File: src/rtl/multi_timer_pkg.sv
// Shared definitions for the multi-channel down-counter timer.
//   MODE_ONESHOT / MODE_AUTO : per-channel mode encodings
//   t_tmr_state              : channel state (IDLE, RUN)
//   cw_of()                  : channel-select width for a given channel count
package multi_timer_pkg;

  localparam logic MODE_ONESHOT = 1'b0;
  localparam logic MODE_AUTO    = 1'b1;

  typedef enum logic {
    IDLE = 1'b0,
    RUN  = 1'b1
  } t_tmr_state;

  // Select width is $clog2(CH) but never narrower than one bit.
  function automatic int unsigned cw_of(input int unsigned ch);
    if (ch <= 32'd2) begin
      return 32'd1;
    end
    return $clog2(ch);
  endfunction

endpackage : multi_timer_pkg

File: src/rtl/timer_channel.sv
// One timer channel: reload register, trigger edge detect, down-counter,
// IDLE/RUN state and registered terminal pulse.
//   clk, rst  : clock, synchronous active-high reset
//   i_we      : write i_val into this channel's reload register
//   i_val     : reload value being written
//   i_trig    : start input, rising edge (re)starts the channel
//   i_en      : count enable
//   i_mode    : 0 = one-shot, 1 = auto-reload (sampled at terminal count)
//   o_cnt     : current counter value
//   o_busy    : channel is in RUN
//   o_pulse   : one-cycle pulse in the cycle after the counter leaves 1
module timer_channel
  import multi_timer_pkg::*;
#(
  parameter int unsigned N = 8
) (
  input  logic         clk,
  input  logic         rst,
  input  logic         i_we,
  input  logic [N-1:0] i_val,
  input  logic         i_trig,
  input  logic         i_en,
  input  logic         i_mode,
  output logic [N-1:0] o_cnt,
  output logic         o_busy,
  output logic         o_pulse
);

  t_tmr_state   r_state;
  t_tmr_state   w_state_nxt;
  logic [N-1:0] r_cnt;
  logic [N-1:0] w_cnt_nxt;
  logic [N-1:0] r_reload;
  logic [N-1:0] w_rl;
  logic         r_trig;
  logic         r_pulse;
  logic         w_edge;
  logic         w_term;

  // State register
  always_ff @(posedge clk) begin
    if (rst) begin
      r_state  <= IDLE;
      r_cnt    <= '0;
      r_reload <= '0;
      r_trig   <= 1'b0;
      r_pulse  <= 1'b0;
    end else begin
      r_state  <= w_state_nxt;
      r_cnt    <= w_cnt_nxt;
      r_reload <= w_rl;
      r_trig   <= i_trig;
      r_pulse  <= w_term;
    end
  end

  // Next-state logic; a same-cycle write bypasses the reload register
  always_comb begin
    w_state_nxt = r_state;
    w_cnt_nxt   = r_cnt;
    w_rl        = i_we ? i_val : r_reload;
    w_edge      = i_trig & ~r_trig;
    w_term      = (r_state == RUN) & i_en & (r_cnt == N'(1)) & ~w_edge;

    if (w_edge) begin
      // Retrigger wins over everything, including a terminal count
      if (w_rl != '0) begin
        w_cnt_nxt   = w_rl;
        w_state_nxt = RUN;
      end else begin
        w_cnt_nxt   = '0;
        w_state_nxt = IDLE;
      end
    end else begin
      case (r_state)
        IDLE: begin
          w_state_nxt = IDLE;
        end
        RUN: begin
          if (w_term) begin
            if ((i_mode == MODE_AUTO) && (w_rl != '0)) begin
              w_cnt_nxt   = w_rl;
              w_state_nxt = RUN;
            end else begin
              w_cnt_nxt   = '0;
              w_state_nxt = IDLE;
            end
          end else if (i_en && (r_cnt > N'(1))) begin
            w_cnt_nxt = r_cnt - N'(1);
          end
        end
        default: begin
          w_cnt_nxt   = '0;
          w_state_nxt = IDLE;
        end
      endcase
    end
  end

  assign o_cnt   = r_cnt;
  assign o_busy  = (r_state == RUN);
  assign o_pulse = r_pulse;

endmodule : timer_channel

File: src/rtl/multi_timer.sv
// Bank of CH independent trigger-started down-counters.
//   clk, rst   : clock, synchronous active-high reset
//   load_we    : write load_val into the reload register of channel load_ch
//   load_ch    : write target; values >= CH are ignored
//   load_val   : reload value
//   trig       : per-channel start (rising edge)
//   en         : per-channel count enable
//   mode       : per-channel mode, 0 = one-shot, 1 = auto-reload
//   count      : packed counters, channel i at count[i*N +: N]
//   busy       : per-channel RUN indication
//   out_pulse  : per-channel one-cycle terminal pulse
module multi_timer
  import multi_timer_pkg::*;
#(
  parameter  int unsigned N  = 8,
  parameter  int unsigned CH = 4,
  localparam int unsigned CW = cw_of(CH)
) (
  input  logic            clk,
  input  logic            rst,
  input  logic            load_we,
  input  logic [CW-1:0]   load_ch,
  input  logic [N-1:0]    load_val,
  input  logic [CH-1:0]   trig,
  input  logic [CH-1:0]   en,
  input  logic [CH-1:0]   mode,
  output logic [CH*N-1:0] count,
  output logic [CH-1:0]   busy,
  output logic [CH-1:0]   out_pulse
);

  logic [CH-1:0] w_we;

  // Write decode: an out-of-range load_ch matches no channel
  for (genvar i = 0; i < CH; i++) begin : g_ch
    assign w_we[i] = load_we & (load_ch == CW'(i));

    timer_channel #(
      .N(N)
    ) u_ch (
      .clk     (clk),
      .rst     (rst),
      .i_we    (w_we[i]),
      .i_val   (load_val),
      .i_trig  (trig[i]),
      .i_en    (en[i]),
      .i_mode  (mode[i]),
      .o_cnt   (count[i*N +: N]),
      .o_busy  (busy[i]),
      .o_pulse (out_pulse[i])
    );
  end

endmodule : multi_timer

File: config.mk
export PLATFORM = sky130hd
export DESIGN_NAME = multi_timer
export DESIGN_NICKNAME = d
export VERILOG_FILES = /design/src/rtl/multi_timer_pkg.sv /design/src/rtl/timer_channel.sv /design/src/rtl/multi_timer.sv
export SDC_FILE = /design/constraint.sdc
export NUM_CORES = 1
export LEC_CHECK = 0
export CORE_MARGIN = 10
export CORE_UTILIZATION = 25
export CTS_BUF_LIST = sky130_fd_sc_hd__clkbuf_4 sky130_fd_sc_hd__clkbuf_8 sky130_fd_sc_hd__clkbuf_16
export DETAILED_ROUTE_END_ITERATION = 8
export GPL_ROUTABILITY_DRIVEN = 0
export PLACE_DENSITY = 0.45
export SKIP_CTS_REPAIR_TIMING = 1
export SLEW_MARGIN = 20
export SYNTH_ARGS = -nofsm -noshare
export SYNTH_HDL_FRONTEND = slang
export SYNTH_SLANG_ARGS = --single-unit
File: constraint.sdc
create_clock -name clk -period 6.55 [get_ports clk]
set_input_delay 1.31 -clock clk [delete_from_list [all_inputs] [get_ports clk]]
set_output_delay 1.31 -clock clk [all_outputs]
set_load 0.1 [all_outputs]
==> results of run 1 <==
[per-stage QoR]
step | setup slack, ps | area (um2) | hold slack, ps | utilization [%]
4_1_cts | 3110 | 5100 | 500 | 32.3
5_1_grt | 2970 | 5100 | 536 | 32.3
6_report | 3090 | 5100 | 500 | 32.3
3_3_place_gp | 2760 | 4800 | 483 | 30.5
3_5_place_dp | 2760 | 4800 | 492 | 30.5
2_1_floorplan | 3570 | 3990 | 463 | -
[power by group through the flow]
stage	clock (mW)	sequential, mW	combinational, mW
final	0.506	0.527	0.409
after global routing	0.534	0.533	0.438
after CTS	0.517	0.528	0.411
after detailed placement	0	0.538	0.410
after global placement	0	0.537	0.409
after floorplan	0	0.658	0.184
[sequential cells by signal (all words and copies together), names as in the netlist]
| signal | flops |
|---|---|
| g_ch.u_ch.o_cnt | 32 |
| g_ch.u_ch.o_pulse | 4 |
| g_ch.u_ch.r_trig | 4 |
| g_ch.u_ch.r_reload | 32 |
| g_ch.u_ch.o_busy | 4 |
[placed cells by master (no fill, tap or decap), types with 3 or more instances in the layout]
cell type,count
a21oi_1,14
a22o_1,4
a311oi_1,14
a31oi_1,5
a41oi_1,4
and2_1,9
buf_4,4
clkbuf_16,9
clkdlybuf4s50_1,63
dfxtp_1,76
ha_1,8
inv_1,14
mux2_2,6
mux2i_1,26
nand2_1,28
nand2b_1,6
nand3_1,11
nand3b_1,6
nor2_1,67
nor2b_1,10
nor3_1,10
nor3b_1,4
nor4_1,11
o211ai_1,6
o21ai_0,18
o21bai_1,8
o221a_1,4
o221a_2,3
o31ai_1,5
or3b_2,3
or4_1,5
xnor2_1,9
xor2_1,7
[layout make-up]
cell class,count,area [um2],share of cell area (%)
timing repair buffer,68,666,13.1
clock buffer,11,246,4.83
sequential,76,1520,29.8
multi-input combinational,340,2290,45.0
inverter,14,52.6,1.03
tap,216,270,5.30
clock inverter,4,50.0,0.981
[metal layers]
layer,part of all wire [%],GRT usage [%],vias up
li1,-,-,1764
met4,1.4,3.65,0
met3,4.3,2.87,13
met2,46,17.3,68
met5,0,0,-
met1,49,14.0,1735
[tightest hold or removal path, delay by kind of cell, from the launching register on]
family / cells / cell delay, ps
flip-flops: 1 / 320
AND/OR/NAND/NOR: 1 / 60
AO/OA/AOI/OAI: 1 / 70
[kinds of logic after synthesis]
family | share of synthesized area (%)
compound gates | 18.6
xor+xnor | 3.51
flops | 38.1
fa+ha+maj | 2.51
simple gates | 24.6
mux | 8.22
buf+inv | 4.36
[worst paths after layout]
| path | startpoint | to | depth (start not counted) |
|---|---|---|---|
| setup / recovery | load_val[2] | g_ch[3].u_ch.o_cnt[6] | 6 |
| hold / removal | g_ch[0].u_ch.o_cnt[7] | g_ch[0].u_ch.o_cnt[7] | 2 |
| setup reg to reg | g_ch[1].u_ch.o_cnt[2] | g_ch[1].u_ch.o_cnt[4] | 5 |
| hold reg to reg | g_ch[0].u_ch.o_cnt[7] | g_ch[0].u_ch.o_cnt[7] | 2 |
==> impl_metrics.tcl, run 1 <==
set metrics [dict create \
    setup_viol 0 \
    grt_overflow_total 0 \
    vias 3580 \
    htreeDepth 3 \
    synth_area_per_cell_um2 8.79 \
    drc_errors 0 \
    cts_buffers 9 \
    cp_cell_sequence "clkdlybuf4s50_1, or4_4, or3_4, a41oi_2, nor2_1, o221a_2" \
    fp-row-count 46 \
    synth_edf_count 0 \
    die_x_um 146 \
    port_buffers 64 \
    fillCellCount 1702 \
    peakVddDrop_mv 0.143 \
    cp-end-kind "flop" \
    maxCapViolations 0 \
    ant_nets 0 \
    finClkSkew_ps 4.72 \
    core_area_um2 15800 \
    cts_num_sinks 76 \
    cp_max_fo 8 \
    rsz0062_at_grt "false" \
    synth_warnings 0 \
    synth.distinct_cells 58 \
    cts.clk_slew.worst_paths_ps 60 \
    power_density_nw_per_um2 283 \
    cp-start-kind "input pin" \
    die_area_um2 21400 \
    synthTopCellsByCount "dfxtp_1, nor2_1, nand2_1, mux2i_1, o21ai_0" \
    reg2reg_setup_slack_ps 4110 \
    power_leakage_nw 2.04 \
    routed_wl_mm 11.7 \
    crit_required_ps 6770 \
    antenna_found_initial 0 \
    yosysTopAreaCell "dfxtp_1" \
    status "completed" \
    power_mw 1.44 \
    clockPowerShare_pct 35.1 \
    clock_latency_ps 330 \
    maxSlewHeadroom_pct 34.2 \
    clock_path_buffers 2 \
    dp_hpwl_mm 8.73 \
    seq_power_share_pct 36.6 \
    netSwitchingFraction_pct 35.5 \
    postSynthCellCount 454 \
    place_inst 714 \
    tns_ps 0 \
    drt_pass1_iterations 4 \
    final_max_slew_viol_count 0 \
    cts_tree "built" \
    switching_power_mw 0.512 \
    antenna_cells 0 \
    yosys.cell_count.top_type "dfxtp_1" \
    synth_nets 487 \
    hold_violations 0 \
    die_h_um 146 \
    fin_cells 729 \
    critical_path_class "input pin to flop" \
    drt_iter0_markers 256 \
    grt_max_degree 58 \
    cp_slowest_cell "or4_4" \
    worst_slew_pin_slew_ps 984 \
    yosysSeqAreaShare_pct 38.1 \
    cp_data_arrival_time_ps 3680 \
    synthToLayoutAreaGrowth_pct 27.9 \
    io_pins 65 \
    max_freq_mhz 289 \
    grt_first_pass_wirelength_mm 19.2 \
    async_reset_ff_share_pct 0 \
    cpLargestDelayFamily "simple AND/OR/NAND/NOR gates" \
    min_period_ps 3460 \
    finalNetCount 542 \
    slowest_delay_ps 610 \
    synthTopCellsByArea "dfxtp_1, mux2i_1, nor2_1" \
    yosysTopAreaCellShare_pct 38.1 \
    finalCritPeriodShare_pct 52.8 \
    wl_per_cell_um 16.1 \
    internal_power_mw 0.930 \
    critPathBufInv 1 \
    synth-seq-cells 76 \
    grt_use_total_pct 10.9 \
    synth-main-ff-cell "dfxtp_1" \
    hold_class "flop to flop" \
    syn_area_um2 3990 \
    combPwrFrac_pct 28.4 \
    drive_above_1_share_pct 8.77 \
    via_per_inst 4.91 \
    grt_pass1_vias 3517 \
    cts_root_buffer "clkbuf_16" \
    start_util_pct 25.3 \
]
(Power assumes the default switching activity.)
==> run 2, diff against run 1 <==
clock period = 3.6 ns   (was 6.55 ns; I/O delays follow)
==> impl_metrics.tcl, run 2 (same netlist as run 1, synthesis figures left out) <==
set metrics [dict create \
    cp-end-kind "flop" \
    final_common_cell "dfxtp_1" \
    vias 3548 \
    grt_overflow_total 0 \
    die_h_um 146 \
    clockPowerShare_pct 38.2 \
    critical_path_class "input pin to flop" \
    cp_data_arrival_time_ps 3000 \
    start_util_pct 25.3 \
    cts_buffers 9 \
    finalWorstSetupSlack_ps 825 \
    htreeDepth 3 \
    internal_power_mw 1.82 \
    synthToLayoutAreaGrowth_pct 28.2 \
    finalNetCount 546 \
    grt_first_pass_wirelength_mm 19.5 \
    drt_iter0_markers 285 \
    rsz0062_at_grt "false" \
    cts_root_buffer "clkbuf_16" \
    cp-start-kind "input pin" \
    fp-row-count 46 \
    status "completed" \
    fillCellCount 1694 \
    routed-wl-met3_um 464 \
    maxSlewHeadroom_pct 34.4 \
    ant_nets 0 \
    max_freq_mhz 360 \
    cts_num_sinks 76 \
    antenna_found_initial 0 \
    drive_above_1_share_pct 13.9 \
    die_area_um2 21400 \
    min_from "g_ch[3].u_ch.o_busy" \
    finalCritPeriodShare_pct 77.1 \
    finClkSkew_ps 3.36 \
    worstSetupStartpoint "load_val[2]" \
    fin_cells 733 \
    drc_errors 0 \
    worstHoldPathCells 2 \
    grt_max_degree 31 \
    combPwrFrac_pct 26.9 \
    clock_path_buffers 2 \
    min_period_ps 2780 \
    final_max_slew_viol_count 0 \
    wl_per_cell_um 16.2 \
    worst_slew_pin_slew_ps 981 \
    clock_latency_ps 340 \
    fin_util_pct 32.4 \
    seq_power_share_pct 34.9 \
    netSwitchingFraction_pct 33.8 \
    via_per_inst 4.84 \
    power_density_nw_per_um2 536 \
    core_area_um2 15800 \
    grt_use_total_pct 11.1 \
    layout_common_cells "dfxtp_1, nor2_1, clkdlybuf4s50_1" \
    antenna_cells 0 \
    io_pins 65 \
    hold_violations 0 \
    tns_ps 0 \
    power_leakage_nw 2.12 \
    die_x_um 146 \
    cts_tree "built" \
    hold_class "flop to flop" \
    dp_hpwl_mm 9.01 \
    grt_pass1_vias 3560 \
    top_layer_used "met4" \
    place_inst 718 \
    setup_viol 0 \
    port_buffers 64 \
    place_ws_ps 458 \
    drt-met1-wl_mm 5.93 \
    switching_power_mw 0.928 \
    cts.clk_slew.worst_paths_ps 60 \
    whs_ps 495 \
    r2r_start "g_ch[1].u_ch.o_cnt[2]" \
    crit_required_ps 3830 \
    met2_length_mm 5.34 \
    drt_pass1_iterations 4 \
    rr_worst_depth 5 \
    peakVddDrop_mv 0.224 \
    routed_wl_mm 11.9 \
    cp_max_fo 8 \
    maxCapViolations 0 \
]
run 2: metrics by stage:
step                total power, mW  cell area, um2
CTS                            2.77            5110
global placement               1.72            4780
floorplan                      1.53            3990
detailed placement             1.72            4780
finish                         2.74            5110
global route                   2.88            5110
run 2: layout make-up:
type                    count  area [um2]  area share [%]
flip-flops and latches     76        1520            29.7
multi-input cells         340        2290            44.8
inverters                  14        52.6            1.03
clock buffers              10         239            4.67
well taps                 216         270            5.28
clock inverters             5         100            1.96
repair buffers             72         638            12.5
run 2: worst paths after layout:
check                           to  slack (ps)
max          g_ch[3].u_ch.o_cnt[7]         820
min            g_ch[3].u_ch.o_busy         490
min reg2reg    g_ch[3].u_ch.o_busy         490
max reg2reg  g_ch[1].u_ch.o_cnt[6]        1160
run 2: worst max-delay path, cell delays in order:
cell and delay [ps]:
clkdlybuf4s50_1 510, or4_4 610, or3_4 430, a41oi_2 380, nor2_1 120, o221a_2 230
run 2: layer usage:
layer / track usage [%] / up-vias
met5: 0 / -
met4: 3.60 / 0
met3: 2.75 / 12
met2: 17.1 / 75
met1: 14.9 / 1688
li1: - / 1773
run 2: power groups by stage:
stage / combinational, mW / sequential [mW] / clock, mW
6_report: 0.738 / 0.958 / 1.05
5_1_grt: 0.796 / 0.969 / 1.11
3_3_place_gp: 0.739 / 0.978 / 0
3_5_place_dp: 0.741 / 0.978 / 0
4_1_cts: 0.744 / 0.960 / 1.07
2_1_floorplan: 0.335 / 1.20 / 0
